`src/rtl/rect_fill_writer_if.sv`:
```
// Command and frame-buffer write signals for rect_fill_writer.
// master: command source / write port side; slave: the fill writer.
interface rect_fill_writer_if;
    logic        cmd_valid;
    logic        cmd_ready;
    logic [7:0]  cmd_x0;
    logic [7:0]  cmd_x1;
    logic [6:0]  cmd_y0;
    logic [6:0]  cmd_y1;
    logic [3:0]  cmd_color;
    logic        wr_en;
    logic [14:0] wr_addr;
    logic [3:0]  wr_data;
    logic        wr_ready;

    modport master (
        output cmd_valid, cmd_x0, cmd_x1, cmd_y0, cmd_y1, cmd_color, wr_ready,
        input  cmd_ready, wr_en, wr_addr, wr_data
    );

    modport slave (
        input  cmd_valid, cmd_x0, cmd_x1, cmd_y0, cmd_y1, cmd_color, wr_ready,
        output cmd_ready, wr_en, wr_addr, wr_data
    );
endinterface

```
`src/rtl/rect_fill_writer.sv`:
```
// Rectangle-fill frame-buffer writer: one write per covered pixel, row-major,
// addr = y*Width + x, matching the scan-out address mapping.
module rect_fill_writer #(
    parameter int unsigned Width  = 160,
    parameter int unsigned Height = 120
) (
    input  logic                clk_i,
    input  logic                rst_ni,
    rect_fill_writer_if.slave   bus,
    output logic                busy_o,
    output logic                done_o
);

    localparam logic [7:0]  XMax    = 8'(Width - 1);
    localparam logic [6:0]  YMax    = 7'(Height - 1);
    localparam logic [14:0] Width15 = 15'(Width);

    typedef enum logic [1:0] {StIdle, StSetup, StFill, StDone} state_e;

    state_e      state_q;
    logic [7:0]  x0_q, x1_q, cur_x_q;
    logic [6:0]  y0_q, y1_q, cur_y_q;
    logic [3:0]  color_q;
    logic [14:0] row_base_q;
    logic        cmd_ready_q, wr_en_q, busy_q, done_q;
    logic [14:0] wr_addr_q;
    logic [3:0]  wr_data_q;

    logic [7:0]  x0_clip, x1_clip, next_x;
    logic [6:0]  y0_clip, y1_clip;
    logic [14:0] row0, next_base;
    logic        empty;

    // Saturating clip of the latched corners and the adds used while filling.
    always_comb begin
        x0_clip   = (x0_q > XMax) ? XMax : x0_q;
        x1_clip   = (x1_q > XMax) ? XMax : x1_q;
        y0_clip   = (y0_q > YMax) ? YMax : y0_q;
        y1_clip   = (y1_q > YMax) ? YMax : y1_q;
        empty     = (x0_clip > x1_clip) || (y0_clip > y1_clip);
        row0      = 15'(y0_clip) * Width15;
        next_x    = cur_x_q + 8'd1;
        next_base = row_base_q + Width15;
    end

    // Command FSM with registered outputs; a write advances only when wr_ready is high.
    always_ff @(posedge clk_i) begin
        if (!rst_ni) begin
            state_q     <= StIdle;
            x0_q        <= '0;
            x1_q        <= '0;
            y0_q        <= '0;
            y1_q        <= '0;
            cur_x_q     <= '0;
            cur_y_q     <= '0;
            color_q     <= '0;
            row_base_q  <= '0;
            cmd_ready_q <= 1'b1;
            wr_en_q     <= 1'b0;
            wr_addr_q   <= '0;
            wr_data_q   <= '0;
            busy_q      <= 1'b0;
            done_q      <= 1'b0;
        end else begin
            unique case (state_q)
                StIdle: begin
                    if (bus.cmd_valid) begin
                        x0_q        <= bus.cmd_x0;
                        x1_q        <= bus.cmd_x1;
                        y0_q        <= bus.cmd_y0;
                        y1_q        <= bus.cmd_y1;
                        color_q     <= bus.cmd_color;
                        cmd_ready_q <= 1'b0;
                        busy_q      <= 1'b1;
                        state_q     <= StSetup;
                    end
                end
                StSetup: begin
                    // Keep the clipped bounds so FILL compares against on-screen limits.
                    x0_q <= x0_clip;
                    x1_q <= x1_clip;
                    y0_q <= y0_clip;
                    y1_q <= y1_clip;
                    if (empty) begin
                        done_q  <= 1'b1;
                        state_q <= StDone;
                    end else begin
                        cur_x_q    <= x0_clip;
                        cur_y_q    <= y0_clip;
                        row_base_q <= row0;
                        wr_addr_q  <= row0 + 15'(x0_clip);
                        wr_data_q  <= color_q;
                        wr_en_q    <= 1'b1;
                        state_q    <= StFill;
                    end
                end
                StFill: begin
                    if (bus.wr_ready) begin
                        if (cur_x_q < x1_q) begin
                            cur_x_q   <= next_x;
                            wr_addr_q <= row_base_q + 15'(next_x);
                        end else if (cur_y_q < y1_q) begin
                            cur_x_q    <= x0_q;
                            cur_y_q    <= cur_y_q + 7'd1;
                            row_base_q <= next_base;
                            wr_addr_q  <= next_base + 15'(x0_q);
                        end else begin
                            wr_en_q <= 1'b0;
                            done_q  <= 1'b1;
                            state_q <= StDone;
                        end
                    end
                end
                StDone: begin
                    done_q      <= 1'b0;
                    busy_q      <= 1'b0;
                    cmd_ready_q <= 1'b1;
                    state_q     <= StIdle;
                end
                default: state_q <= StIdle;
            endcase
        end
    end

    assign bus.cmd_ready = cmd_ready_q;
    assign bus.wr_en     = wr_en_q;
    assign bus.wr_addr   = wr_addr_q;
    assign bus.wr_data   = wr_data_q;
    assign busy_o        = busy_q;
    assign done_o        = done_q;

endmodule

```
`src/flat_wrapper.sv`:
```
// flat-port wrapper written by rule: the top's interface ports become plain ports
module rect_fill_writer_flat 
#(
    parameter int unsigned Width  = 160,
    parameter int unsigned Height = 120
)
  (clk_i, rst_ni, busy_o, done_o, bus_cmd_valid, bus_cmd_x0, bus_cmd_x1, bus_cmd_y0, bus_cmd_y1, bus_cmd_color, bus_wr_ready, bus_cmd_ready, bus_wr_en, bus_wr_addr, bus_wr_data);
  rect_fill_writer_if bus_i ();
  input  logic clk_i;
  input  logic rst_ni;
  output logic busy_o;
  output logic done_o;
  input wire logic [$bits(bus_i.cmd_valid)-1:0] bus_cmd_valid;
  input wire logic [$bits(bus_i.cmd_x0)-1:0] bus_cmd_x0;
  input wire logic [$bits(bus_i.cmd_x1)-1:0] bus_cmd_x1;
  input wire logic [$bits(bus_i.cmd_y0)-1:0] bus_cmd_y0;
  input wire logic [$bits(bus_i.cmd_y1)-1:0] bus_cmd_y1;
  input wire logic [$bits(bus_i.cmd_color)-1:0] bus_cmd_color;
  input wire logic [$bits(bus_i.wr_ready)-1:0] bus_wr_ready;
  output wire logic [$bits(bus_i.cmd_ready)-1:0] bus_cmd_ready;
  output wire logic [$bits(bus_i.wr_en)-1:0] bus_wr_en;
  output wire logic [$bits(bus_i.wr_addr)-1:0] bus_wr_addr;
  output wire logic [$bits(bus_i.wr_data)-1:0] bus_wr_data;
  assign bus_i.cmd_valid = bus_cmd_valid;
  assign bus_i.cmd_x0 = bus_cmd_x0;
  assign bus_i.cmd_x1 = bus_cmd_x1;
  assign bus_i.cmd_y0 = bus_cmd_y0;
  assign bus_i.cmd_y1 = bus_cmd_y1;
  assign bus_i.cmd_color = bus_cmd_color;
  assign bus_i.wr_ready = bus_wr_ready;
  assign bus_cmd_ready = bus_i.cmd_ready;
  assign bus_wr_en = bus_i.wr_en;
  assign bus_wr_addr = bus_i.wr_addr;
  assign bus_wr_data = bus_i.wr_data;
  rect_fill_writer #(.Width(Width), .Height(Height)) u_core (.clk_i(clk_i), .rst_ni(rst_ni), .bus(bus_i), .busy_o(busy_o), .done_o(done_o));
endmodule
```
`config.mk`:
```
export PLATFORM = sky130hd
export DESIGN_NAME = rect_fill_writer_flat
export DESIGN_NICKNAME = d
export VERILOG_FILES = /design/src/rtl/rect_fill_writer_if.sv /design/src/rtl/rect_fill_writer.sv /design/src/flat_wrapper.sv
export SDC_FILE = /design/constraint.sdc
export NUM_CORES = 1
export LEC_CHECK = 0
export ABC_AREA = 1
export CORE_MARGIN = 5
export CORE_UTILIZATION = 63
export DETAILED_ROUTE_END_ITERATION = 16
export GPL_TIMING_DRIVEN = 0
export PLACE_DENSITY_LB_ADDON = 0.08
export REMOVE_ABC_BUFFERS = 1
export SKIP_LAST_GASP = 1
export SYNTH_ARGS = -nofsm -noshare
export SYNTH_HDL_FRONTEND = slang
export SYNTH_SLANG_ARGS = --single-unit
```
`constraint.sdc`:
```
create_clock -name clk_i -period 7.8 [get_ports clk_i]
set_input_delay 1.17 -clock clk_i [delete_from_list [all_inputs] [get_ports clk_i]]
set_output_delay 1.17 -clock clk_i [all_outputs]
set_load 0.005 [all_outputs]
```
# ---- Yosys cells after proc, flatten, opt, wreduce, memory -nomap -nowiden
# Index checks and enable logic that the tools add are counted.
dict set report word_totals {
  out_inout_bits 23
  wordCells 109
  register_bits 89
  inputBits 38
}
dict set report op_classes {
  add_sub_neg 6
  eq_ne 11
  bitwise_logic 1
  n_lt_le_gt_ge 8
  reduce_logical 15
  mul 1
  muxes 52
}
# op count
set ops {}
lappend ops {{$mux 15} 8}
lappend ops {{$mux 8} 8}
lappend ops {{$pmux 15 s2} 2}
lappend ops {{$mux 7} 8}
lappend ops {{$pmux 8 s2} 3}
lappend ops {{$add 15x8->15} 3}
lappend ops {{$pmux 7 s2} 3}
lappend ops {{$gt 8x8->1 const B} 2}
lappend ops {{$add 15x8->15 const B} 1}
lappend ops {{$reduce_and 5->1} 3}
lappend ops {{$gt 7x7->1 const B} 2}
lappend ops {{$mux 1} 11}
lappend ops {{$mul 7x3->10 const B} 1}
lappend ops {{$ne 2x2->1 const B} 5}
lappend ops {{$add 8x1->8 const B} 1}
lappend ops {{$gt 8x8->1} 1}
lappend ops {{$lt 8x8->1} 1}
lappend ops {{$mux 2} 4}
lappend ops {{$pmux 2 s4} 1}
lappend ops {{$reduce_and 2->1} 4}
lappend ops {{$reduce_and 4->1} 2}
lappend ops {{$add 7x1->7 const B} 1}
lappend ops {{$gt 7x7->1} 1}
lappend ops {{$lt 7x7->1} 1}
lappend ops {{other kinds (11)} 17}

# ---- Logic depth before layout (Yosys ltp)
dict set report depth {
  word_depth 6
  mapped_depth 19
  depth_no_buf 18
}

# ---- Worst setup path before layout
# OpenSTA, ideal clock, no wires.
dict set report synth_timing {
  kind {flip-flop to flip-flop}
  from {reg u_core.y0_q[4]}
  to {reg u_core.wr_addr_q[13] (netlist: u_core.bus.wr_addr[13])}
  n_path_buf 0
  stages_incl_launch_ff 15
  setup_ps 122
  t_required_ps 7678
  arrival_time_ps 2538
  setup_slack_ps 5140
  period_less_slack_ps 2660
  path_cell_list {dfxtp_1 > nand4_1 > inv_1 > or2_2 > ha_1 > ha_1 > inv_1 > fa_1 > nor2_1 > nor3b_1 > nand2_1 > nor2_1 > a21oi_1 > a21oi_1 > a21oi_1}
}
dict set report synth_via {
  elab_chain_cells 6
  word_cells_on_any_way 10
  cone_classes {1 x add/sub; 1 x mul; 2 x order compare; 1 x eq/ne; 3 x mux; 2 x reduce/logical}
}
# item line_no
set synth_lines {}
lappend synth_lines {{start, declared} rect_fill_writer.sv:22} ;# logic [6:0] y0_q, y1_q, cur_y_q;
lappend synth_lines {{start signal, assigned} rect_fill_writer.sv:70} ;# y0_q <= bus.cmd_y0;
lappend synth_lines {{start signal, assigned} rect_fill_writer.sv:82} ;# y0_q <= y0_clip;
lappend synth_lines {{$gt 7x7->1} rect_fill_writer.sv:38} ;# y0_clip = (y0_q > YMax) ? YMax : y0_q;
lappend synth_lines {{$mux 7 (*)} rect_fill_writer.sv:38}
lappend synth_lines {{$mul 7x3->10 / $gt 7x7->1 (equally long branches)} {rect_fill_writer.sv:41, rect_fill_writer.sv:40}}
lappend synth_lines {{$add 15x8->15 / $logic_or 1x1->1 (equally long branches)} {rect_fill_writer.sv:91, rect_fill_writer.sv:40}}
lappend synth_lines {{$mux 15 / $ne 2x2->1 (equally long branches)} n/a}
lappend synth_lines {{$pmux 15 s2 / $reduce_and 4->1 (equally long branches)} n/a}
lappend synth_lines {{end signal, assigned} rect_fill_writer.sv:91} ;# wr_addr_q <= row0 + 15'(x0_clip);
lappend synth_lines {{end signal, assigned} rect_fill_writer.sv:101} ;# wr_addr_q <= row_base_q + 15'(next_x);
lappend synth_lines {{end signal, assigned} rect_fill_writer.sv:106} ;# wr_addr_q <= next_base + 15'(x0_q);
lappend synth_lines {{end, declared} rect_fill_writer.sv:26} ;# logic [14:0] wr_addr_q;
# Every way passes the cells marked *; elsewhere a longest branch is shown, timed or not. The select of a mux whose other input is x is not followed.
# A chain may end at the register's enable or synchronous reset.

# ---- Worst setup path in the final report
dict set report layout_timing {
  from {reg u_core.state_q[1]}
  to {reg u_core.wr_addr_q[5] (netlist: u_core.bus.wr_addr[5])}
}
dict set report layout_via {
  elab_chain_cells 3
  word_cells_on_any_way 8
  cone_classes {5 x eq/ne; 1 x mux; 2 x reduce/logical}
}
# item line_no
set layout_lines {}
lappend layout_lines {{start, declared} rect_fill_writer.sv:20} ;# state_e state_q;
lappend layout_lines {{start signal, assigned} rect_fill_writer.sv:49} ;# state_q <= StIdle;
lappend layout_lines {{start signal, assigned} rect_fill_writer.sv:75} ;# state_q <= StSetup;
lappend layout_lines {{start signal, assigned} rect_fill_writer.sv:86} ;# state_q <= StDone;
lappend layout_lines {{$eq 2x2->1 / $eq 2x1->1 (equally long branches)} rect_fill_writer.sv:65} ;# unique case (state_q)
lappend layout_lines {{$ne 3x1->1 (no line) (tied with other cells)} n/a}
lappend layout_lines {{$reduce_and 4->1 (no line)} n/a}
# Parallel ways exist; a longest one is shown, timed or not.

==> results.md <==
- Status: completed
- Share of cells above drive strength 1: 0.0613
- Vias: just over 6000
- Slew Limit Fails: 0
- Cell-internal power: 1350 uW
- Drt drc: 0
- Fmax: between 0.2 and 0.3 GHz
- Critical Path Start Type: flip-flop
- Hold path endpoint: u_core.bus.wr_data[1]
- Yosys cell types: 46
- TNS Setup: 0 ns
- RePlAce Congestion: 0.898
- Clock-pin transition on the worst setup and hold timing paths: ~0.10 ns
- Largest cells by area after synthesis: dfxtp_1 27%, nand2_1 15%, ha_1 11%
- Crit-path max cell delay: 0.84 ns
- Final HPWL from detailed placement: 11.0 mm
- Post-Synthesis Cells: roughly 960
- Max Cap Violations: 0
- Ys Warns: 0
- Clk pwr share: 0.136
- Final Hold Viols: 0
- CTS HTree Levels: 3
- Die width: 109 um
- IO Port Bufs: 60
- Total track usage: 0.263
- Number of setup buffers added after CTS: 0
- Min-Delay Startpoint: u_core.bus.wr_data[1]
- Largest area contributor in the netlist: dfxtp_1
- Slowest CP cell: ha_1
- # clock sinks: 83
- CP required: 8.06 ns
- Combinational Power Share: 0.610
- Row count: 36
- Worst Hold Class: flip-flop to flip-flop
- Sequential element share of the synthesized area: 0.267
- CP endpoint kind: flip-flop
- Total CTS buffers: 9
- Core area: about 9700 sq um
- Root Buffer: clkbuf_8
- Final ANT Viol Nets: 0
- Yosys reg bits: 83
- CP max FO: 27
- Final Cycle Share: 0.490
- Final Skew: 0.0117 ns
- Leak pwr: 0.00324 uW
- Reg2Reg Capture Point: u_core.bus.wr_addr[5]
- Synth-to-layout area growth: 12.7%
- Final Critical Period: about 3.8 ns
- Wire length per cell: 13.7 um
- Synth Cell Area: slightly above 6000 sq um
- Synth Area per Inst: between 6 and 7 sq um
- Fin nets: 1085
- First-pass GRT wire length: 25.6 mm
- TritonCTS clock tree: built
- Drt first pass iters: 5
- Yosys top cell area share: 0.267
- Worst-margin pin slew: between 1 and 1.5 ns
- Max_slew headroom: 0.270
- Worst skew pair latency: 0.36 ns
- Sequential share of power: 0.254
- # hold bufs at CTS: 0
- Worst-path cell chain: inv_1, ha_1, inv_1, o21ai_0, nand3_2, inv_2, nand2_1, nor2_1, nor2_1
- Die Y: about 110 um
- Antenna diode count: 0
- Arrival time worst endpoint: 4.08 ns
- Worst VDD drop: just under 200 uV
- Hold Path Depth: 2
- Number of DRC markers in iteration 0: 393
- Reg-to-reg critical path startpoint: u_core.state_q[1]
- Switch share: 0.499
- Reg2Reg Setup Slack: about 4 ns
- Total power: 2690 uW
- Routed WL: between 15 and 20 mm
- Vias/cell: 5.49
- Die area: about 12000 sq um
- Critical path type: flip-flop to flip-flop
- PD cells: 383 nW/um^2
- Grt ovf: 0
- Cts repair resizes: 0
- Initial antenna violation count: 0
- Net Switching: 1340 uW
- FF-to-FF path depth: 9
- Initial Util: 0.641
- CTS Buffer Depth: 2
- Io pins: between 60 and 70
- RSZ-0062 raised after global routing: false
- Largest net degree at the start of global routing: 49
- Finish-stage setup viols: 0
- Vias in the first global route: 5589
[area by class of cell]
class / count / area (sq um)
multi-input combinational: 732 / 3950
fill: 856 / 2710
sequential: 83 / 1660
timing repair buffer: 62 / 631
inverter: 102 / 383
tap: 133 / 166
clock buffer: 9 / 124
clock inverter: 7 / 106
[power by group through the flow]
stage / Clock (uW) / Sequential [uW] / Combinational (uW)
after floorplan: 0 / 663 / 1180
after CTS: 368 / 679 / 1630
final: 367 / 682 / 1640
after detailed placement: 0 / 688 / 1620
after global placement: 0 / 684 / 1580
after global routing: 388 / 699 / 1880
[worst max-delay path: cells and delay by family, from the launching register on]
| family | cells | cell delay [ns] |
|---|---|---|
| fa+ha+maj | 1 | 0.84 |
| simple gates | 4 | 0.86 |
| buf+inv | 3 | 1.30 |
| flops | 1 | 0.34 |
| compound gates | 1 | 0.37 |
[worst max path at each step]
stage,from,end,cells after the start
2_1_floorplan,u_core.state_q[1],u_core.x0_q[0],6
3_3_place_gp,rst_ni,u_core.bus.wr_addr[13],4
3_5_place_dp,u_core.state_q[1],u_core.bus.wr_addr[2],9
4_1_cts,u_core.state_q[1],u_core.bus.wr_addr[5],9
5_1_grt,u_core.state_q[1],u_core.cur_x_q[2],9
6_report,u_core.state_q[1],u_core.bus.wr_addr[5],9
[Yosys cell counts, drive strengths merged]
cell type,count
xor2,14
nor3,1
o21a,5
nand3,52
nand3b,2
ha,55
nor4,2
a21o,1
o21ai,79
clkinv,2
fa,2
a21oi,71
clkbuf,30
dfxtp,83
xnor2,7
nor3b,1
o22ai,1
or2,13
o21bai,4
nor2,106
inv,100
conb,1
a31oi,22
buf,12
a211oi,2
a31o,1
o211ai,2
nand2,266
nand4,22
[layer usage]
metal | vias up | global-route usage | wire, um
met5 | - | 0 | 0
met4 | 0 | 0.0766 | 216
met3 | 16 | 0.0294 | 1000
met2 | 207 | 0.437 | 7050
met1 | 2776 | 0.361 | 7170
li1 | 3194 | - | -
[layout by cell type (no fill, tap or decap), types with 3 or more instances in the layout]
cell / instances
inv_1: 96
dfxtp_1: 83
xor2_1: 12
nand3_1: 48
o21ai_0: 72
ha_1: 54
xnor2_1: 7
or2_2: 11
clkbuf_8: 9
nand2_1: 256
inv_2: 4
o21bai_1: 4
nor2_2: 4
a31oi_1: 22
nand4_1: 22
nand2_2: 8
clkdlybuf4s50_1: 59
o21a_1: 5
nor2_1: 101
nand3_2: 3
a21oi_1: 69
o21ai_1: 5
inv_6: 3
[through the flow]
step | hold slack [ns] | cells | cell area (sq um) | setup WS (ns) | utilization
floorplan | 0.440 | 917 | 5990 | 4.60 | -
global placement | 0.433 | 1110 | 6760 | 2.54 | 0.695
detailed placement | 0.433 | 1112 | 6790 | 4.08 | 0.698
CTS | 0.449 | 1128 | 7020 | 4.05 | 0.722
global route | 0.463 | 1128 | 7020 | 3.67 | 0.722
finish | 0.445 | 1128 | 7020 | 3.98 | 0.722
[flip-flops by register name, indices dropped and copies added (netlist names), 7 cells and up]
signal	flops
u_core.bus.wr_addr	15
u_core.cur_x_q	7
u_core.cur_y_q	7
u_core.row_base_q	10
u_core.x0_q	8
u_core.x1_q	8
u_core.y0_q	7
u_core.y1_q	7
[cells by family after synthesis]
group,after synthesis,share of synthesized area
AND/OR/NAND/NOR,465,0.320
flip-flops,83,0.267
adder cells (fa/ha/maj),57,0.117
other,1,0.000602
XOR/XNOR,21,0.0319
AO/OA/AOI/OAI,188,0.164
buffers and inverters,144,0.100
Power figures use the tool's default switching activity.
